[src/rtl/im_pkg.sv]
// Shared constants, response payload type and helpers for the instruction fetch memory.
package im_pkg;

  localparam logic [31:0] IM_NOP     = 32'h0000_0013;
  localparam int          IM_LAT_MAX = 4;
  localparam int          IM_RSP_W   = 33;

  typedef struct packed {
    logic        err;
    logic [31:0] instr;
  } im_rsp_t;

  function automatic int im_clog2(input int v);
    int r;
    r = 0;
    while ((1 << r) < v) r++;
    return r;
  endfunction

endpackage

[src/rtl/im_rsp_fifo.sv]
// First-word-fall-through response queue, DEPTH x IM_RSP_W (DEPTH a power of 2, >= 2).
// Pointers carry one extra wrap bit so full and empty differ only in the MSB.
module im_rsp_fifo
  import im_pkg::*;
#(
  parameter int DEPTH = 2
) (
  input  logic                       clk,
  input  logic                       rst_n,
  input  logic                       flush_i,
  input  logic                       push_i,
  input  logic [IM_RSP_W-1:0]        push_data_i,
  input  logic                       pop_i,
  output logic                       valid_o,
  output logic [IM_RSP_W-1:0]        data_o,
  output logic [im_clog2(DEPTH):0]   count_o
);

  localparam int AW = im_clog2(DEPTH);

  logic [IM_RSP_W-1:0] mem_q [DEPTH];
  logic [AW:0]         wr_q, rd_q, wr_d, rd_d;
  logic                empty, full;

  assign empty   = (wr_q == rd_q);
  assign full    = (wr_q[AW] != rd_q[AW]) && (wr_q[AW-1:0] == rd_q[AW-1:0]);
  assign valid_o = !empty;
  // Idle output is forced to zero so the payload never shows stale storage.
  assign data_o  = empty ? '0 : mem_q[rd_q[AW-1:0]];
  assign count_o = wr_q - rd_q;

  always_comb begin
    wr_d = wr_q;
    rd_d = rd_q;
    if (flush_i) begin
      wr_d = '0;
      rd_d = '0;
    end else begin
      if (push_i && !full)  wr_d = wr_q + (AW+1)'(1);
      if (pop_i  && !empty) rd_d = rd_q + (AW+1)'(1);
    end
  end

  always_ff @(posedge clk or negedge rst_n) begin
    if (!rst_n) begin
      wr_q <= '0;
      rd_q <= '0;
    end else begin
      wr_q <= wr_d;
      rd_q <= rd_d;
    end
  end

  always_ff @(posedge clk) begin
    if (push_i && !full && !flush_i) mem_q[wr_q[AW-1:0]] <= push_data_i;
  end

endmodule

[src/rtl/instr_fetch_mem.sv]
// Pipelined, credit-limited byte-addressed instruction memory (big-endian words).
// Define IM_ERR_CHECK_EN to flag misaligned/out-of-range fetches with rsp_err and an IM_NOP payload.
module instr_fetch_mem
  import im_pkg::*;
#(
  parameter int MEM_BYTES = 128,
  parameter int ADDR_W    = 32,
  parameter int LATENCY   = 1,
  parameter int RSP_DEPTH = 2
) (
  input  logic              clk,
  input  logic              rst_n,
  input  logic              req_valid,
  output logic              req_ready,
  input  logic [ADDR_W-1:0] req_addr,
  input  logic              flush,
  output logic              rsp_valid,
  input  logic              rsp_ready,
  output logic [31:0]       rsp_instr,
  output logic              rsp_err
);

  localparam int MW = im_clog2(MEM_BYTES);
  localparam int CW = im_clog2(RSP_DEPTH);

  logic [7:0]    InstrMem [0:MEM_BYTES-1];

  logic          run_q;
  logic          acc, pop, push;
  logic [ADDR_W:0] ba;
  im_rsp_t       rd_rsp, push_rsp, q_rsp;
  logic [CW:0]   q_cnt, inflight;

  // Holds req_ready low through reset and for the first edge after release.
  always_ff @(posedge clk or negedge rst_n) begin
    if (!rst_n) run_q <= 1'b0;
    else        run_q <= 1'b1;
  end

  assign req_ready = run_q && !flush && ((int'(inflight) + int'(q_cnt)) < RSP_DEPTH);
  assign acc       = req_valid && req_ready;
  assign pop       = rsp_valid && rsp_ready;

  always_comb begin
    rd_rsp = '0;
    ba     = '0;
    for (int k = 0; k < 4; k++) begin
      ba           = {1'b0, req_addr} + (ADDR_W+1)'(k);
      rd_rsp.instr = {rd_rsp.instr[23:0], InstrMem[MW'(ba % (ADDR_W+1)'(MEM_BYTES))]};
    end
`ifdef IM_ERR_CHECK_EN
    if (req_addr[1:0] != 2'b00 || {1'b0, req_addr} > (ADDR_W+1)'(MEM_BYTES - 4)) begin
      rd_rsp.err   = 1'b1;
      rd_rsp.instr = IM_NOP;
    end
`endif
  end

  // Stage 0 is the combinational read; LATENCY-1 register stages follow, then the queue.
  if (LATENCY == 1) begin : g_lat1
    assign push     = acc;
    assign push_rsp = rd_rsp;
    assign inflight = '0;
  end else begin : g_pipe
    logic [LATENCY-2:0] vld_pipe_q;
    im_rsp_t            dat_pipe_q [LATENCY-1];

    always_ff @(posedge clk or negedge rst_n) begin
      if (!rst_n) begin
        vld_pipe_q <= '0;
      end else if (flush) begin
        vld_pipe_q <= '0;
      end else begin
        vld_pipe_q[0] <= acc;
        for (int s = 1; s < LATENCY-1; s++) vld_pipe_q[s] <= vld_pipe_q[s-1];
      end
    end

    always_ff @(posedge clk) begin
      dat_pipe_q[0] <= rd_rsp;
      for (int s = 1; s < LATENCY-1; s++) dat_pipe_q[s] <= dat_pipe_q[s-1];
    end

    always_comb begin
      inflight = '0;
      for (int s = 0; s < LATENCY-1; s++) inflight = inflight + (CW+1)'(vld_pipe_q[s]);
    end

    assign push     = vld_pipe_q[LATENCY-2];
    assign push_rsp = dat_pipe_q[LATENCY-2];
  end

  im_rsp_fifo #(.DEPTH(RSP_DEPTH)) u_rsp_q (
    .clk         (clk),
    .rst_n       (rst_n),
    .flush_i     (flush),
    .push_i      (push),
    .push_data_i (push_rsp),
    .pop_i       (pop),
    .valid_o     (rsp_valid),
    .data_o      (q_rsp),
    .count_o     (q_cnt)
  );

  assign rsp_instr = q_rsp.instr;
  assign rsp_err   = q_rsp.err;

endmodule
[config.mk]
export PLATFORM = sky130hd
export DESIGN_NAME = instr_fetch_mem
export DESIGN_NICKNAME = d
export VERILOG_FILES = /design/src/rtl/im_pkg.sv /design/src/rtl/im_rsp_fifo.sv /design/src/rtl/instr_fetch_mem.sv
export SDC_FILE = /design/constraint.sdc
export NUM_CORES = 1
export LEC_CHECK = 0
export ABC_CLOCK_PERIOD_IN_PS = 2000
export CAP_MARGIN = 20
export CORE_MARGIN = 2
export CORE_UTILIZATION = 25
export CTS_CLUSTER_DIAMETER = 120
export DETAILED_ROUTE_END_ITERATION = 12
export PLACE_DENSITY = 0.79
export SLEW_MARGIN = 10
export SYNTH_ARGS = -nofsm -noshare
export SYNTH_HDL_FRONTEND = slang
export SYNTH_SLANG_ARGS = --single-unit
[constraint.sdc]
create_clock -name clk -period 2 [get_ports clk]
set_input_delay 0.5 -clock clk [delete_from_list [all_inputs] [get_ports clk]]
set_output_delay 0.5 -clock clk [all_outputs]
set_load 0.03 [all_outputs]
Word-level counts from Yosys, hierarchy flattened
Memory sizes are Yosys's and may differ from the RTL's.
Cells that the tools add are included.
{"block": "word_totals", "register_bits": 5, "ram_bits": 64, "input_bits": 37, "output_inout_bits": 35, "word_cells": 31, "mem_count": 1}
{"memory": "u_rsp_q.mem_q", "words": 2, "width": 32, "read_ports": 1, "rd_ports_with_merged_regs": 0, "write_ports": 1, "line": "im_rsp_fifo.sv:21", "rtl": "logic [IM_RSP_W-1:0] mem_q [DEPTH];"}
{"block": "classes", "addsub": 3, "magnitude_cmp": 1, "eq_ne": 3, "muxes": 7, "n_reduce_logical": 13}
{"operator": "33-bit two-way mux", "n": 1}
{"operator": "1-bit logical AND", "n": 8}
{"operator": "2-bit two-way mux", "n": 4}
{"operator": "2-bit by 1-bit adder with 2-bit output, second input constant", "n": 2}
{"operator": "2-bit nonzero test", "n": 2}
{"operator": "1-bit logical NOT", "n": 3}
{"operator": "2-bit == test", "n": 1}
{"operator": "2-bit less-than comparator, second input constant", "n": 1}
{"operator": "1-bit two-way mux", "n": 2}
{"operator": "2-bit subtractor", "n": 1}
{"operator": "1-bit == test", "n": 1}
{"operator": "1-bit inequality test", "n": 1}

Logic depth before layout (Yosys ltp)
{"block": "logic_depth", "depth_word": 8, "ltp_mapped": 6, "ltp_nobuf": 6}

By module
From an unflattened synthesis, not the netlist that was laid out.
{"block": "hier_totals", "cells_unflattened": 185, "area_unflattened_um2": 2962.8}
{"module": "im_rsp_fifo", "n_inst": 1, "cells_each": 179, "area_each_um2": 2904.0, "seq_area_each_um2": 2082.0}
{"module": "instr_fetch_mem", "n_inst": 1, "cells_each": 6, "area_each_um2": 58.8, "seq_area_each_um2": 25.0}

Worst setup path before layout
No wires, ideal clock.
{"block": "synth_timing", "path_type": "reg2out", "startpoint": "reg u_rsp_q.wr_q[1]", "endpoint": "out req_ready", "t_arrival_ns": 1.315, "required_ns": 1.500, "path_slack_ns": 0.185, "stages_incl_launch_ff": 3, "path_buffers": 0, "path_cell_list": "dfrtp_1 > xor3_1 > nor2_1"}
{"block": "synth_via", "elab_chain_len": 3}
{"element": "start, declared", "line": "im_rsp_fifo.sv:22", "rtl": "logic [AW:0] wr_q, rd_q, wr_d, rd_d;"}
{"element": "start signal, assigned", "line": "im_rsp_fifo.sv:49", "rtl": "wr_q <= wr_d;"}
{"element": "2-bit subtractor", "line": "im_rsp_fifo.sv:30", "rtl": "assign count_o = wr_q - rd_q;"}
{"element": "2-bit less-than comparator", "line": "instr_fetch_mem.sv:40", "rtl": "assign req_ready = run_q && !flush && ((int'(inflight) + int'(q_cnt)) < RSP_DEPTH);"}
{"element": "1-bit logical AND", "line": "instr_fetch_mem.sv:40"}
{"element": "end, declared", "line": "instr_fetch_mem.sv:14", "rtl": "output logic req_ready,"}
No other way between the ends.

Final worst setup path
{"block": "layout_timing", "startpoint": "in flush", "endpoint": "out req_ready"}
{"block": "layout_via", "elab_chain_len": 3}
{"element": "start, declared", "line": "instr_fetch_mem.sv:16", "rtl": "input logic flush,"}
{"element": "1-bit logical NOT", "line": "instr_fetch_mem.sv:40"}
{"element": "1-bit logical AND (2 in series)", "line": "instr_fetch_mem.sv:40"}
No other way between the ends.

==> impl_metrics.py <==
metrics = {
    "routing": {
        "drt_iter0_drc": 4,
        "dr.pass1.iters": 4,
        "drcViolationCount": 0,
        "drt-vias-per-instance": 3.21,
        "ant_nets": 0,
        "drt-wirelength-per-cell_um": 6.47,
        "wirelength_um": 666,
        "vias": 331,
    },
    "timing": {
        "setup_violations": 0,
        "hold_violations": 0,
        "clock.fmax_mhz": 522,
        "slew_viol_final": 0,
        "holdWs_ns": 0.478,
        "fin_crit_ns": 1.92,
        "rsz0062_at_grt": "no",
        "period_share_pct": 95.8,
        "tns_ns": 0,
        "skew_ns": 0.000246,
    },
    "layout": {
        "final_nets": 114,
        "syn2layout_area_growth_pct": 0.437,
        "final_common_cell": "conb_1",
        "final_cell_mix": "34 x conb_1, 5 x buf_4, 4 x clkdlybuf4s50_1, 4 x dfrtp_1",
        "drive_gt1_share_pct": 14.7,
        "n_antenna_cell": 0,
        "finish.utilization_pct": 26.3,
        "stdcell_area_um2": 576,
        "fin_cells": 103,
    },
    "floorplanning": {
        "core_area_um2": 2190,
        "fp.dieArea_um2": 2690,
        "die_w_um": 51.9,
        "rows": 17,
        "pin_count": 72,
        "die_y_um": 51.9,
        "initial_utilization_pct": 26.2,
    },
    "logic_synthesis": {
        "ys_seq_area_share_pct": 21.8,
        "yosys.area.top_type_share_pct": 43.2,
        "yosys_warnings": 0,
        "synth-seq-cells": 5,
        "synth-edff-count": 0,
        "syn_avg_cell_area_um2": 8.95,
        "syn-cell-area_um2": 573,
        "synth_area_leaders": "buf_4 43%, dfrtp_1 22%, a2111oi_4 4.8%",
        "postSynth.asyncResetShare_pct": 100,
        "syn_inst": 64,
        "ys.flop_type": "dfrtp_1",
        "ys_types": 19,
        "yosysTopAreaCell": "buf_4",
    },
    "clock_tree": {
        "cts_inserted_buffers": 3,
        "clk_latency_ns": 0.24,
        "path_clk_slew_ns": 0.04,
        "cts_root_buf": "clkbuf_4",
        "cts_tree": "yes",
        "clock-sinks": 5,
        "htreeDepth": 1,
        "clock_path_buffers": 2,
    },
    "power_and_ir_drop": {
        "power.density_nw_per_um2": 727,
        "ir_drop_v": 0.000372,
        "p_leak_nw": 0.305,
    },
    "setup_path": {
        "start_kind": "input port",
        "crit_path_max_fanout": 2,
        "required_ns": 1.50,
        "crit_type": "input port to primary output",
        "cp-end-kind": "primary output",
        "cp.arrival_ns": 1.42,
    },
    "global_routing": {
        "gr-usage-all-layers_pct": 5.38,
        "antenna_found_initial": 0,
        "grt_max_degree": 7,
        "grt_pass1_vias": 262,
        "grt_remaining_overflow": 0,
        "grt_pass1_wl_mm": 1.01,
    },
    "status": {
        "status": "finished, final reports clean",
    },
    "placement": {
        "gp_congestion": 0.654,
        "dp_cells": 97,
        "hpwl_um": 551,
        "io_buffers": 6,
        "placed_cell_area_um2": 532,
    },
    "worst_hold_path": {
        "hold_class": "input port to asynchronous set/reset pin",
    },
    "job": {
        "drv_cap": 0,
    },
}
layer usage:
metal / up-vias / wire, µm / global-route usage (%) / share of wire [%]
li1: 155 / - / - / -
met1: 151 / 254 / 5.68 / 38
met3: 0 / 88 / 3.45 / 13
met2: 25 / 323 / 8.23 / 48
met4: 0 / 0 / 2.63 / 0
met5: - / 0 / 0 / 0
metrics by stage:
step	setup WS [ns]	power, mW
2_1_floorplan	0.185	0.312
3_3_place_gp	0.0746	0.291
3_5_place_dp	0.0743	0.293
4_1_cts	0.0577	0.416
5_1_grt	0.0106	0.450
6_report	0.0844	0.419
power by group:
part           total (mW)  internal (mW)  switching (mW)
registers           0.116          0.109         0.00763
clock network       0.117         0.0754          0.0414
logic               0.185         0.0508           0.135
total               0.419          0.235           0.184
synthesized netlist by cell type, drive strengths merged (2+ instances only):
library cell and instances:
buf 34, a21oi 2, nor2 3, conb 2
inv 2, xnor2 3, dfrtp 5, nand2 3
cell type report:
class	count	area, µm²
repair buffers	9	77.6
well taps	28	35.0
fillers	240	1620
inverters	2	7.51
multi-input cells	55	303
flip-flops and latches	5	126
clock buffers	4	26.3
critical path, stage by stage:
cell and delay (ns):
clkdlybuf4s50_1 0.41, nand2b_1 0.20, nor2_1 0.13, buf_4 0.17
cells by family (layout without fill, tap and decap cells):
group           count (synthesis)  after routing  share of synthesized area [%]
flops                           5              5                           21.8
simple gates                   10             10                           8.30
xor+xnor                        5              5                           10.3
compound gates                  4              4                           7.86
other cells                     2             34                           1.31
fa+ha+maj                       1              1                           2.18
buf+inv                        36             15                           46.5
mux                             1              1                           1.75
registers in the layout, summed over array words and instances (netlist names):
register and flops:
run_q 1, u_rsp_q.wr_q 2, u_rsp_q.rd_q 2
repair_timing:
item,CTS,global route
resized for setup,1,1
hold buffers,0,0
buffers inserted,0,2
setup endpoints to repair,1,1
final timing paths:
check / start / to / slack [ns] / cells past startpoint
max: flush / req_ready / 0.08 / 4
min: rst_n / u_rsp_q.wr_q[0] / 0.48 / 1
max reg2reg: u_rsp_q.wr_q[1] / u_rsp_q.wr_q[1] / 0.33 / 5
min reg2reg: u_rsp_q.wr_q[1] / u_rsp_q.wr_q[1] / 0.54 / 1
max in group asynchronous: rst_n / u_rsp_q.wr_q[1] / 1.32 / 1
min in group clk: u_rsp_q.wr_q[1] / u_rsp_q.wr_q[1] / 0.54 / 1
Power figures use the tool's default switching activity.
